--- src/rtl/uart_tx_arb.sv ---
// Round-robin arbiter + 8N1 serializer sharing one UART TX among NREQ requesters; TX falls 1 cycle after accept.
// req_ready is offered only in IDLE, so one byte per 10*CLKS_PER_BIT+1 cycles; `UART_TX_ARB_LOCK_EN adds req_lock.
module uart_tx_arb #(
  parameter int NREQ         = 4,
  parameter int CLKS_PER_BIT = 1250
) (
  input  logic                    clk,
  input  logic                    resetn,
  input  logic [NREQ-1:0]         req_valid,
  input  logic [8*NREQ-1:0]       req_data,
`ifdef UART_TX_ARB_LOCK_EN
  input  logic [NREQ-1:0]         req_lock,
`endif
  output logic [NREQ-1:0]         req_ready,
  output logic                    TX,
  output logic                    busy,
  output logic [$clog2(NREQ)-1:0] grant_id
);

  localparam int PW = $clog2(NREQ);
  localparam int CW = $clog2(CLKS_PER_BIT);

  localparam logic [1:0] S_IDLE  = 2'd0;
  localparam logic [1:0] S_START = 2'd1;
  localparam logic [1:0] S_DATA  = 2'd2;
  localparam logic [1:0] S_STOP  = 2'd3;

  localparam logic [CW-1:0] CNT_LAST = CW'(CLKS_PER_BIT - 1);
  localparam logic [PW-1:0] PTR_LAST = PW'(NREQ - 1);
  localparam logic [PW:0]   NREQ_W   = (PW+1)'(NREQ);

  logic [1:0]    r_state;
  logic [CW-1:0] r_cnt;
  logic [2:0]    r_bit;
  logic [7:0]    r_shift;
  logic          r_tx;
  logic [PW-1:0] r_ptr;
  logic [PW-1:0] r_grant;

  logic          w_any;
  logic [PW-1:0] w_win;
  logic [PW-1:0] w_win_next;
  logic          w_accept;
  logic          w_tc;
  logic          w_hold;
  logic [NREQ-1:0] w_ready;

`ifdef UART_TX_ARB_LOCK_EN
  logic r_locked;
  assign w_hold = req_lock[w_win];
`else
  assign w_hold = 1'b0;
`endif

  // Scan downward so the lowest offset from the pointer is the last (winning) match.
  always_comb begin
    logic [PW:0]   v_sum;
    logic [PW-1:0] v_idx;
    w_any = 1'b0;
    w_win = r_ptr;
    v_sum = '0;
    v_idx = '0;
    for (int k = NREQ - 1; k >= 0; k--) begin
      v_sum = {1'b0, r_ptr} + (PW+1)'(k);
      if (v_sum >= NREQ_W) begin
        v_sum = v_sum - NREQ_W;
      end
      v_idx = v_sum[PW-1:0];
      if (req_valid[v_idx]) begin
        w_any = 1'b1;
        w_win = v_idx;
      end
    end
`ifdef UART_TX_ARB_LOCK_EN
    if (r_locked) begin
      w_any = req_valid[r_ptr];
      w_win = r_ptr;
    end
`endif
  end

  assign w_win_next = (w_win == PTR_LAST) ? '0 : w_win + 1'b1;
  assign w_accept   = (r_state == S_IDLE) && w_any;
  assign w_tc       = (r_cnt == CNT_LAST);

  always_comb begin
    w_ready = '0;
    if (w_accept) begin
      w_ready[w_win] = 1'b1;
    end
  end

  // Gated by resetn so ready is low throughout reset even though the FSM sits in IDLE.
  assign req_ready = resetn ? w_ready : '0;
  assign TX        = r_tx;
  assign busy      = (r_state != S_IDLE);
  assign grant_id  = r_grant;

  always_ff @(posedge clk or negedge resetn) begin
    if (!resetn) begin
      r_state <= S_IDLE;
      r_cnt   <= '0;
      r_bit   <= '0;
      r_shift <= '0;
      r_tx    <= 1'b1;
      r_ptr   <= '0;
      r_grant <= '0;
    end else begin
      case (r_state)
        S_IDLE: begin
          if (w_accept) begin
            r_shift <= req_data[{w_win, 3'b000} +: 8];
            r_grant <= w_win;
            r_ptr   <= w_hold ? w_win : w_win_next;
            r_tx    <= 1'b0;
            r_cnt   <= '0;
            r_state <= S_START;
          end
        end
        S_START: begin
          if (w_tc) begin
            r_cnt   <= '0;
            r_bit   <= '0;
            r_tx    <= r_shift[0];
            r_shift <= {1'b0, r_shift[7:1]};
            r_state <= S_DATA;
          end else begin
            r_cnt <= r_cnt + 1'b1;
          end
        end
        S_DATA: begin
          if (w_tc) begin
            r_cnt <= '0;
            if (r_bit == 3'd7) begin
              r_tx    <= 1'b1;
              r_state <= S_STOP;
            end else begin
              r_bit   <= r_bit + 1'b1;
              r_tx    <= r_shift[0];
              r_shift <= {1'b0, r_shift[7:1]};
            end
          end else begin
            r_cnt <= r_cnt + 1'b1;
          end
        end
        S_STOP: begin
          if (w_tc) begin
            r_cnt   <= '0;
            r_state <= S_IDLE;
          end else begin
            r_cnt <= r_cnt + 1'b1;
          end
        end
        default: begin
          r_state <= S_IDLE;
        end
      endcase
    end
  end

`ifdef UART_TX_ARB_LOCK_EN
  always_ff @(posedge clk or negedge resetn) begin
    if (!resetn) begin
      r_locked <= 1'b0;
    end else if (w_accept) begin
      r_locked <= w_hold;
    end
  end
`endif

endmodule

--- config.mk ---
export PLATFORM = sky130hd
export DESIGN_NAME = uart_tx_arb
export DESIGN_NICKNAME = d
export VERILOG_FILES = /design/src/rtl/uart_tx_arb.sv
export SDC_FILE = /design/constraint.sdc
export NUM_CORES = 1
export LEC_CHECK = 0
export BUFFER_PORTS_ARGS = -buffer_cell sky130_fd_sc_hd__buf_2
export CAP_MARGIN = 30
export CORE_UTILIZATION = 53
export CTS_BUF_LIST = sky130_fd_sc_hd__clkbuf_16
export CTS_CLUSTER_SIZE = 28
export DETAILED_ROUTE_END_ITERATION = 8
export MAX_ROUTING_LAYER = met4
export PLACE_DENSITY = 0.79
export SLEW_MARGIN = 20
export SYNTH_ARGS = -nofsm -noshare
export SYNTH_HDL_FRONTEND = slang
export SYNTH_SLANG_ARGS = --single-unit
--- constraint.sdc ---
create_clock -name clk -period 2.8 [get_ports clk]
set_clock_uncertainty 0.15 [all_clocks]
set_input_delay 0.56 -clock clk [delete_from_list [all_inputs] [get_ports clk]]
set_output_delay 0.56 -clock clk [all_outputs]
set_load 0.02 [all_outputs]
; Word level (Yosys, flattened, before mapping)
; Cells that the tools add are included.
[op_classes]
addsub = 10
order_cmp = 10
n_eq_ne = 12
shifts = 1
mux = 48
reduce_logical = 12
[ops]
columns = operator, count
row1 = $mux W8, 4
row2 = $shiftx A32 B6 Y8, 1
row3 = $mux W2, 14
row4 = $pmux W8 S3, 1
row5 = $mux W11, 2
row6 = $pmux W11 S2, 1
row7 = $lt A2 B3 Y1 const B, 5
row8 = $mux W1, 13
row9 = $ne A2 B2 Y1 const B, 6
row10 = $add A11 B1 Y11 const B, 1
row11 = $eq A11 B11 Y1 const B, 1
row12 = $reduce_and A5 Y1, 2
row13 = $ge A3 B3 Y1 const B, 3
row14 = $mux W3, 3
row15 = $bmux W1 S2, 4
row16 = $mux W4, 2
row17 = $pmux W2 S4, 1
row18 = $reduce_and A4 Y1, 2
row19 = $sub A2 B1 Y2 const B, 4
row20 = $add A2 B2 Y3 const B, 2
row21 = $eq A2 B2 Y1 const B, 3
row22 = $pmux W3 S2, 1
row23 = $reduce_bool A2 Y1, 2
row24 = $add A2 B1 Y3 const B, 1
row25 = 13 further kinds, 14
[totals]
register_bits = 29
elab_cells = 100

; Longest topological paths before layout
; Gate-level depths: netlist of the first run.
[logic_depth]
ltp_word = 15
depth_mapped = 9
ltp_nobuf = 8

; Worst setup path before layout of the first run
; OpenSTA, ideal clock, no wires.
[synth_timing]
path_kind = in2out
from = in req_valid[3]
to = out req_ready[1]
t_arrival_ns = 1.773
required_ns = 2.090
slack_ns = 0.317
path_stages = 5
path_cell_list = and2b_1 > o21ai_0 > o221a_2 > buf_6 > nor3b_1
[synth_between]
elab_chain_cells = 12
[synth_lines]
columns = element, line
row1 = "start, declared", 9  ; input logic [NREQ-1:0] req_valid,
row2 = $bmux W1 S2, 69  ; if (req_valid[v_idx]) begin
row3 = $mux W1 (implied by the code), 69
row4 = $mux W2 (4 in a row), 69
row5 = $lt A2 B3 Y1 (implied by the code) or $ge A2 B1 Y1 (tied branches), 89  ; w_ready[w_win] = 1'b1;
row6 = $logic_and A1 B1 Y1 (implied by the code), 89
row7 = $mux W1 (implied by the code), 89
row8 = $demux W1 S2, 89
row9 = $mux W4 *, 88  ; if (w_accept) begin
row10 = $mux W4 *, 94  ; assign req_ready = resetn ? w_ready : '0;
row11 = "end, declared", 14  ; output logic [NREQ-1:0] req_ready,
; Mark *: on every way between the ends. The rest lies on a longest branch, timed or not. The select of a mux whose other input is x is not followed.

; Worst setup path after layout of the first run
[layout_timing]
from = reg r_state[0]
to = out req_ready[0]
[layout_between]
elab_chain_cells = 4
[layout_lines]
columns = element, line
row1 = "start, declared", 32  ; logic [1:0] r_state;
row2 = "start signal, assigned", 101  ; r_state <= S_IDLE;
row3 = "start signal, assigned", 117  ; r_state <= S_START;
row4 = "start signal, assigned", 126  ; r_state <= S_DATA;
row5 = $logic_not A2 Y1, 83  ; assign w_accept = (r_state == S_IDLE) && w_any;
row6 = $logic_and A1 B1 Y1, 83
row7 = $mux W4, 88
row8 = $mux W4, 94
; Every way passes these cells.

==> results of run 1 <==
## cells in the final DEF (no fill, tap or decap), types with 2 or more instances in the layout
master,n
a221o_1,7
nor3_1,4
buf_4,5
xor2_1,6
nor4_2,2
nor2b_1,2
inv_1,8
a21oi_1,6
ha_1,10
and3_1,4
dfrtp_1,28
nand4_1,3
mux2i_1,22
buf_2,45
nor2_1,21
a22o_1,4
or3_1,4
o21ai_0,15
clkbuf_16,5
nand2_1,35
## where the power goes
group / internal, µW / switching [µW]
Sequential: 557 / 104
Combinational: 487 / 624
Clock: 316 / 173
## final timing paths
path | end | slack [ps] | cells past startpoint
worst max-delay path | req_ready[0] | 200 | 7
worst min-delay path | TX | 330 | 2
worst max register to register | r_shift[4] | 470 | 8
worst min register to register | TX | 330 | 2
max in group asynchronous | TX | 1440 | 3
min in group asynchronous | grant_id[0] | 490 | 2
## critical path, delay by kind of cell (launching register included)
kind | cells | cell delay (ps)
DFF | 1 | 410
adders and majority gates | 1 | 250
buffers and inverters | 3 | 490
and+or+nand+nor | 3 | 460
## through the flow
step                setup WS, ps  power (µW)
finish                       195        2260
global route                34.4        2450
detailed placement           291        1780
global placement             331        1750
floorplan                    317        1540
CTS                          205        2280
## kinds of logic after synthesis
family                   synth area share [%]
AO/OA/AOI/OAI                            13.5
buffers and inverters                    5.03
flip-flops                               37.9
AND/OR/NAND/NOR                          21.0
XOR/XNOR                                 2.74
multiplexers                             13.3
adder cells (fa/ha/maj)                  6.53
## flip-flops by register name, summed over array words and instances, names as in the netlist
| name | cells |
|---|---|
| TX | 1 |
| grant_id | 2 |
| r_ptr | 2 |
| r_shift | 8 |
| r_bit | 3 |
| r_state | 2 |
| r_cnt | 11 |
## layer usage
| metal | vias to the layer above | global-route usage [%] |
|---|---|---|
| met4 | 0 | 11.3 |
| li1 | 831 | - |
| met2 | 44 | 37.4 |
| met3 | 7 | 4.41 |
| met5 | - | - |
| met1 | 780 | 26.8 |
## final cells by class
type                       count  area [µm²]  area share [%]
clock buffer                   5         125            5.40
inverter                       8        35.0            1.51
clock inverter                 2        7.51           0.324
sequential                    29         727            31.4
tap                           46        57.6            2.48
timing repair buffer          51         273            11.8
multi-input combinational    161        1090            47.1
==> metrics.md, run 1 <==
| Metric | Value |
|---|---|
| Status | `finished clean` |
| Crit end category | `primary output` |
| CP peak stage delay | `410 ps` |
| Core ar. | `3390 µm²` |
| Htree depth | `2` |
| First-pass GRT wire length | `between 6000 and 7000 µm` |
| Initial antenna violation count | `0` |
| RR Startpoint | `r_cnt[0]` |
| Final min period | `2600 ps` |
| DRT iter0 DRCs | `115` |
| Mapped cell area | `1920 µm²` |
| Clock latency on the worst-skew pair | `roughly 270 ps` |
| Synth cell types | `39` |
| NumNets Final | `between 300 and 400` |
| Hold Fails Final Rpt | `0` |
| Clk buf depth | `2` |
| Most frequent cell after synthesis | `nand2_1` |
| CTS tree | `built` |
| Post-synthesis sequential area ratio | `37.9%` |
| Die area | `about 3900 µm²` |
| Post-layout util | `around two thirds` |
| Synth Net Count | `roughly 260` |
| Worst setup SP type | `register` |
| Crit share post-route | `between 90% and 100%` |
| Die width | `between 60 and 70 µm` |
| First-pass DRT Iterations | `4` |
| Min Hold Slack | `~330 ps` |
| # IOs | `46` |
| Met1 WL | `~1700 µm` |
| Initial Utilization | `56.5%` |
| Largest net degree at the start of global routing | `29` |
| Synth top area share | `36.6%` |
| Max Freq | `384 MHz` |
| Mapped Cells | `207` |
| CP Class | `register to primary output` |
| Post-detail-place hpwl | `approximately 2900 µm` |
| Layout cell share with drive strength beyond 1 | `25.4%` |
| Peak supply drop | `556 µV` |
| CP arrival | `1890 ps` |
| Fin area | `2320 µm²` |
| DR DRC count | `0` |
| Num CTS Buffers | `5` |
| Chip height | `62.1 µm` |
| Post-route setup TNS | `0 ps` |
| RSZ-0062 raised after global routing | `false` |
| Placed cell areas | `2170 µm²` |
| Hold/Removal Path Class | `register to register` |
| Met3 Wirelength | `between 150 and 200 µm` |
| Yosys top cell by area | `dfrtp_1` |
| Top sig layer | `met4` |
| Critical path's most frequent cell | `inv_1` |
| Post-synth EDFFs | `0` |
| Routed wire length per instance | `12.7 µm` |
| Final Slew Violations | `0` |
| CP Max Fanout | `5` |
| Post-Route WL | `~3800 µm` |
| Synthesis warning total | `0` |
| Crit path max-delay cell type | `dfrtp_1` |
| Synth Area per Inst | `9.25 µm²` |
| Commonest cells in the netlist | `nand2_1 (35), dfrtp_1 (28), mux2i_1 (22)` |
| Metal2 WL | `between 1500 and 2000 µm` |
| Final setup vio count | `0` |
| Quantity of hold-fixing buffers added after cts | `1` |
| Area growth, synth to finish | `21.0%` |
| GRT Overall Usage | `22.8%` |
| Non-filler cells, final | `302` |
| Antenna Nets Post-Route | `0` |
| Leak pwr | `0.00118 µW` |
| Row count | `21` |
| Total number of vias | `approximately 1,700` |
| Vias in the first global route | `1,556` |
| Slew @ Worst Pin | `575 ps` |
| Root buf cell | `clkbuf_16` |
| Vias per cell | `around 5.5` |
| Port bufs | `45` |
| Clock-pin slew on the worst setup and hold paths | `50 ps` |
| Postcts setup bufs | `0` |
| # placed instances | `294` |
| Post-CTS sizing | `0` |
| Main area contributors after synthesis | `dfrtp_1 (37%), mux2i_1 (11%), nand2_1 (6.9%)` |
| Sink Count | `29` |
| Post-synth top flop | `dfrtp_1` |
| Crit path cell chain | `inv_1, ha_1, nand2b_1, inv_1, nand2_1, nor3_1, buf_2` |
| Ant diodes | `0` |
| Slew margin rel. | `between 60% and 70%` |
| Total power per unit cell area | `around 1000 nW/µm²` |
| # fillers | `~270` |
| Worst EP required | `about 2100 ps` |
| Final Wtd Congestion | `around 0.83` |
| Origin of the worst setup path | `r_state[0]` |
| Maxcap violations | `0` |
| Synth Register Bits | `29` |
| Asr flop ratio synth | `100%` |
| Total gr overflow | `0` |
| Worst Hold Launch | `TX` |
Note: power is estimated with default switching activity, not from simulation.
==> run 2, diff against run 1 <==
- CORE_UTILIZATION: 53 -> 55
- GPL_TIMING_DRIVEN: not set -> 0
- PLACE_DENSITY: 0.79 -> 0.82
- clock period: 2.8 -> 3.2 ns (I/O delays scaled with it)
==> metrics.md, run 2 (synthesis gave the netlist of run 1 again) <==
| Metric | Value |
|---|---|
| Initial Utilization | `57.4%` |
| Non-filler cells, final | `306` |
| Vias per cell | `5.43` |
| Post-CTS sizing | `0` |
| Final setup vio count | `0` |
| Switch Pwr | `808 µW` |
| Port bufs | `45` |
| Die width | `61.0 µm` |
| Critical path's most frequent cell | `buf_2` |
| Initial antenna violation count | `0` |
| Clk buf depth | `2` |
| Final Slew Violations | `0` |
| Final Wtd Congestion | `between 0.8 and 0.9` |
| Root buf cell | `clkbuf_16` |
| Ant diodes | `0` |
| Total number of vias | `1,662` |
| Number of flip-flops in the largest register | `11` |
| Total gr overflow | `0` |
| Worst EP required | `2410 ps` |
| RSZ-0062 raised after global routing | `false` |
| Worst setup SP type | `input port` |
| Area growth, synth to finish | `22.0%` |
| Commonest non-fill, non-tap cell in the layout | `buf_2` |
| Origin of the worst setup path | `req_valid[3]` |
| # IOs | `46` |
| Slew margin rel. | `56.3%` |
| Crit path max-delay cell type | `o221a_2` |
| Crit path cell chain | `buf_2, and2b_1, a21oi_1, o221a_2, buf_6, ha_1, and3_1, buf_2` |
| CP Class | `input port to primary output` |
| Postcts setup bufs | `0` |
| Clock power share | `21.5%` |
| Hold/Removal Path Class | `input port to asynchronous set/reset pin` |
| CP Max Fanout | `10` |
| Net Sw Frac | `40.2%` |
| Largest net degree at the start of global routing | `32` |
| Die area | `3720 µm²` |
| Maxcap violations | `0` |
| Row count | `21` |
| Status | `finished clean` |
| Peak supply drop | `475 µV` |
| Clock-pin slew on the worst setup and hold paths | `roughly 50 ps` |
| Internal power | `1200 µW` |
| Top Registers | `r_cnt (11), r_shift (8), r_bit (3)` |
| Crit end category | `primary output` |
| Top reg by flops | `r_cnt` |
| Sink Count | `29` |
| Clock latency on the worst-skew pair | `270 ps` |
| Hold Fails Final Rpt | `0` |
| Num CTS Buffers | `5` |
| RR Startpoint | `r_cnt[0]` |
| Routed wire length per instance | `between 10 and 15 µm` |
| Met1 WL | `1710 µm` |
| # placed instances | `between 200 and 300` |
| Slew @ Worst Pin | `approximately 660 ps` |
| Register share of total power | `28.9%` |
| Core ar. | `3340 µm²` |
| DR DRC count | `0` |
| Metal2 WL | `approximately 1800 µm` |
| Vias in the first global route | `around 1,600` |
| CP arrival | `1980 ps` |
| First-pass DRT Iterations | `4` |
| Flop2flop setup slack | `920 ps` |
| First-pass GRT wire length | `~6500 µm` |
| Post-Route WL | `3770 µm` |
| CP peak stage delay | `between 300 and 400 ps` |
| Leak pwr | `around 0.0012 µW` |
| # fillers | `287` |
| GRT Overall Usage | `roughly 25%` |
| Post-route setup TNS | `0 ps` |
| R2R cell count | `8` |
| Max Freq | `362 MHz` |
| Reg2Reg Capture Point | `r_shift[3]` |
| Quantity of hold-fixing buffers added after cts | `0` |
| NumNets Final | `307` |
| Htree depth | `2` |
| Layout cell share with drive strength beyond 1 | `25.8%` |
| Final min period | `2770 ps` |
| Total power per unit cell area | `861 nW/µm²` |
| Crit share post-route | `around 86%` |
| Top sig layer | `met4` |
| DRT iter0 DRCs | `62` |
| CTS tree | `built` |
| Met3 Wirelength | `140 µm` |
| Most frequent cells in the layout | `buf_2 (46), nand2_1 (35), dfrtp_1 (28), mux2i_1 (22), nor2_1 (21)` |
| Antenna Nets Post-Route | `0` |
| Logic pwr share | `49.7%` |
| Post-detail-place hpwl | `around 2800 µm` |
| Chip height | `61.0 µm` |
==> run 2: cell count changes in the layout (fill, tap and decap cells not counted) <==
cell and change:
clkinv_2 +2, clkbuf_1 +4, clkinv_1 -1, buf_2 +1, buf_6 +3, dlygate4sd3_1 -1
buf_4 -4
==> run 2: how the worst max path moves through the flow <==
| stage | end | slack [ps] |
|---|---|---|
| 2_1_floorplan | req_ready[1] | 560 |
| 3_3_place_gp | req_ready[3] | 430 |
| 3_5_place_dp | req_ready[3] | 420 |
| 4_1_cts | req_ready[3] | 410 |
| 5_1_grt | req_ready[3] | 330 |
| 6_report | req_ready[3] | 430 |
==> run 2: final cells by class <==
class / instances / area, µm² / area share (%)
plain buffers: 9 / 61.3 / 2.62
clock buffers: 5 / 125 / 5.35
clock inverters: 3 / 13.8 / 0.589
inverters: 8 / 35.0 / 1.50
multi-input cells: 161 / 1090 / 46.7
flip-flops and latches: 29 / 727 / 31.1
well taps: 46 / 57.6 / 2.46
repair buffers: 45 / 225 / 9.64
==> run 2: metrics by stage <==
step                utilization, %  cell area, µm²  hold slack (ps)  power, µW  worst slack [ps]
global route                  70.0            2340              313       2170               332
detailed placement            65.9            2200              327       1580               418
finish                        70.0            2340              249       2010               434
CTS                           70.0            2340              274       2030               415
floorplan                        -            1920              194       1350               557
global placement              65.9            2200              316       1540               435
==> run 2: critical path, delay by kind of cell <==
kind,cells,cell delay (ps)
fa+ha+maj,1,190
buf+inv,3,430
compound gates,2,350
simple gates,2,360
==> run 2: layer usage <==
metal / up-vias / global-route usage [%]
met3: 8 / 5.67
met2: 43 / 40.2
met1: 769 / 29.0
li1: 842 / -
met5: - / -
met4: 0 / 12.0
==> run 2: power groups by stage <==
stage	combinational, µW	sequential [µW]	clock [µW]
floorplan	774	577	0
global placement	968	577	0
detailed placement	1000	581	0
CTS	1010	580	438
global route	1120	596	454
finish	999	581	432
==> run 3, diff against run 2 <==
- CORE_UTILIZATION: 55 -> 53
- PLACE_DENSITY: 0.82 -> 0.79
- clock period: 3.2 -> 3.1 ns (I/O delays scaled with it)
==> metrics.md, run 3 (synthesis gave the netlist of run 1 again) <==
| Metric | Value |
|---|---|
| Initial Utilization | `between 50% and 60%` |
| Post-Route WL | `around 3800 µm` |
| Slew @ Worst Pin | `667 ps` |
| Peak supply drop | `473 µV` |
| Routed wire length per instance | `about 12 µm` |
| DRT iter0 DRCs | `between 90 and 100` |
| Hold/Removal Path Class | `input port to asynchronous set/reset pin` |
| Core ar. | `roughly 3400 µm²` |
| Sink Count | `29` |
| Largest net degree at the start of global routing | `32` |
| Port bufs | `45` |
| Antenna Nets Post-Route | `0` |
| Top reg by flops | `r_cnt` |
| Num CTS Buffers | `5` |
| Crit end category | `primary output` |
| Final setup vio count | `0` |
| First-pass DRT Iterations | `4` |
| Crit share post-route | `88.4%` |
| Post-detail-place hpwl | `around 2800 µm` |
| Postcts setup bufs | `0` |
| Post-layout util | `69.0%` |
| Leak pwr | `0.00119 µW` |
| Non-filler cells, final | `306` |
| Htree depth | `2` |
| Top sig layer | `met4` |
| Final Wtd Congestion | `0.865` |
| Final Slew Violations | `0` |
| Quantity of hold-fixing buffers added after cts | `0` |
| Maxcap violations | `0` |
| Most frequent cells in the layout | `buf_2 (46), nand2_1 (35), dfrtp_1 (28), mux2i_1 (22), nor2_1 (21)` |
| Crit path max-delay cell type | `dfrtp_1` |
| Chip height | `~62 µm` |
| Clk buf depth | `2` |
| Max Freq | `about 360 MHz` |
| Clock-pin slew on the worst setup and hold paths | `50 ps` |
| Min Hold Slack | `227 ps` |
| CP Class | `register to primary output` |
| Critical path's most frequent cell | `inv_1` |
| Ant diodes | `0` |
| Total gr overflow | `0` |
| # IOs | `46` |
| WP depth | `7` |
| Number of flip-flops in the largest register | `11` |
| R2R cell count | `8` |
| Die width | `62.1 µm` |
| Layout cell share with drive strength beyond 1 | `25.8%` |
| Clock latency on the worst-skew pair | `between 200 and 300 ps` |
| First-pass GRT wire length | `6730 µm` |
| Commonest non-fill, non-tap cell in the layout | `buf_2` |
| Post-route setup TNS | `0 ps` |
| Post-CTS sizing | `0` |
| Top delay family on crit path | `buffers and inverters` |
| Initial antenna violation count | `0` |
| Total number of vias | `~1,700` |
| Worst EP required | `2330 ps` |
| CP Max Fanout | `5` |
| CP bufs+invs | `3` |
| Top Registers | `r_cnt (11), r_shift (8), r_bit (3)` |
| Vias per cell | `between 5 and 6` |
| Worst setup SP type | `register` |
| Metal2 WL | `1850 µm` |
| Total power per unit cell area | `887 nW/µm²` |
| Die area | `3860 µm²` |
| CP peak stage delay | `approximately 400 ps` |
| RSZ-0062 raised after global routing | `false` |
| Row count | `21` |
| GRT Overall Usage | `around 22%` |
| Status | `finished clean` |
| CP arrival | `1970 ps` |
| Met3 Wirelength | `166 µm` |
| Vias in the first global route | `1,613` |
| NumNets Final | `around 310` |
| DR DRC count | `0` |
| Area growth, synth to finish | `22.0%` |
| CTS tree | `built` |
| Met1 WL | `approximately 1700 µm` |
| Root buf cell | `clkbuf_16` |
| # placed instances | `slightly below 300` |
| Crit path cell chain | `inv_1, ha_1, nand2b_1, inv_1, nand2_1, nor3b_1, buf_2` |
| Hold Fails Final Rpt | `0` |
| Final min period | `approximately 2700 ps` |
| Slew margin rel. | `~56%` |
run 3: cell counts in the layout (fill, tap and decap cells not counted):
Identical to the previous run, type by type.
run 3: worst reg2reg max path, stage by stage, from the launching register on:
cell      delay, ps
dfrtp_1         410
inv_1           130
ha_1            160
clkbuf_1        330
a21oi_2          70
o21ai_2         320
buf_2           290
nor2_1           80
a221o_1         260
run 3: area by class of cell:
cell class / instances / area, µm²
Clock inverter: 3 / 13.8
Sequential cell: 29 / 727
Fill cell: 276 / 1050
Clock buffer: 5 / 125
Inverter: 8 / 35.0
Multi-Input combinational cell: 161 / 1090
Tap cell: 46 / 57.6
Timing Repair Buffer: 45 / 225
Buffer: 9 / 61.3
run 3: where the power goes:
part | switching (µW) | leakage [µW] | internal, µW | total (µW)
Sequential | 89.4 | 0.000374 | 503 | 592
Clock | 161 | 0.0000748 | 290 | 452
Combinational | 582 | 0.000739 | 448 | 1030
run 3: worst paths after layout:
kind | from | end | slack, ps
hold / removal | resetn | r_cnt[5] | 230
setup / recovery | r_state[1] | req_ready[1] | 360
min in group clk | grant_id[1] | grant_id[1] | 320
hold reg to reg | grant_id[1] | grant_id[1] | 320
setup reg to reg | r_state[0] | r_shift[2] | 800
max in group asynchronous | resetn | r_shift[6] | 2130
run 3: metal layers:
layer / up-vias / GRT usage [%]
met4: 0 / 9.01
met2: 44 / 38.2
met5: - / -
met3: 9 / 5.15
li1: 837 / -
met1: 765 / 25.5
run 3: metrics by stage:
step	power, µW	worst slack, ps	area, µm²
6_report	2070	360	2340
5_1_grt	2250	148	2340
3_5_place_dp	1630	356	2200
4_1_cts	2090	335	2340
2_1_floorplan	1390	497	1920
3_3_place_gp	1600	369	2200
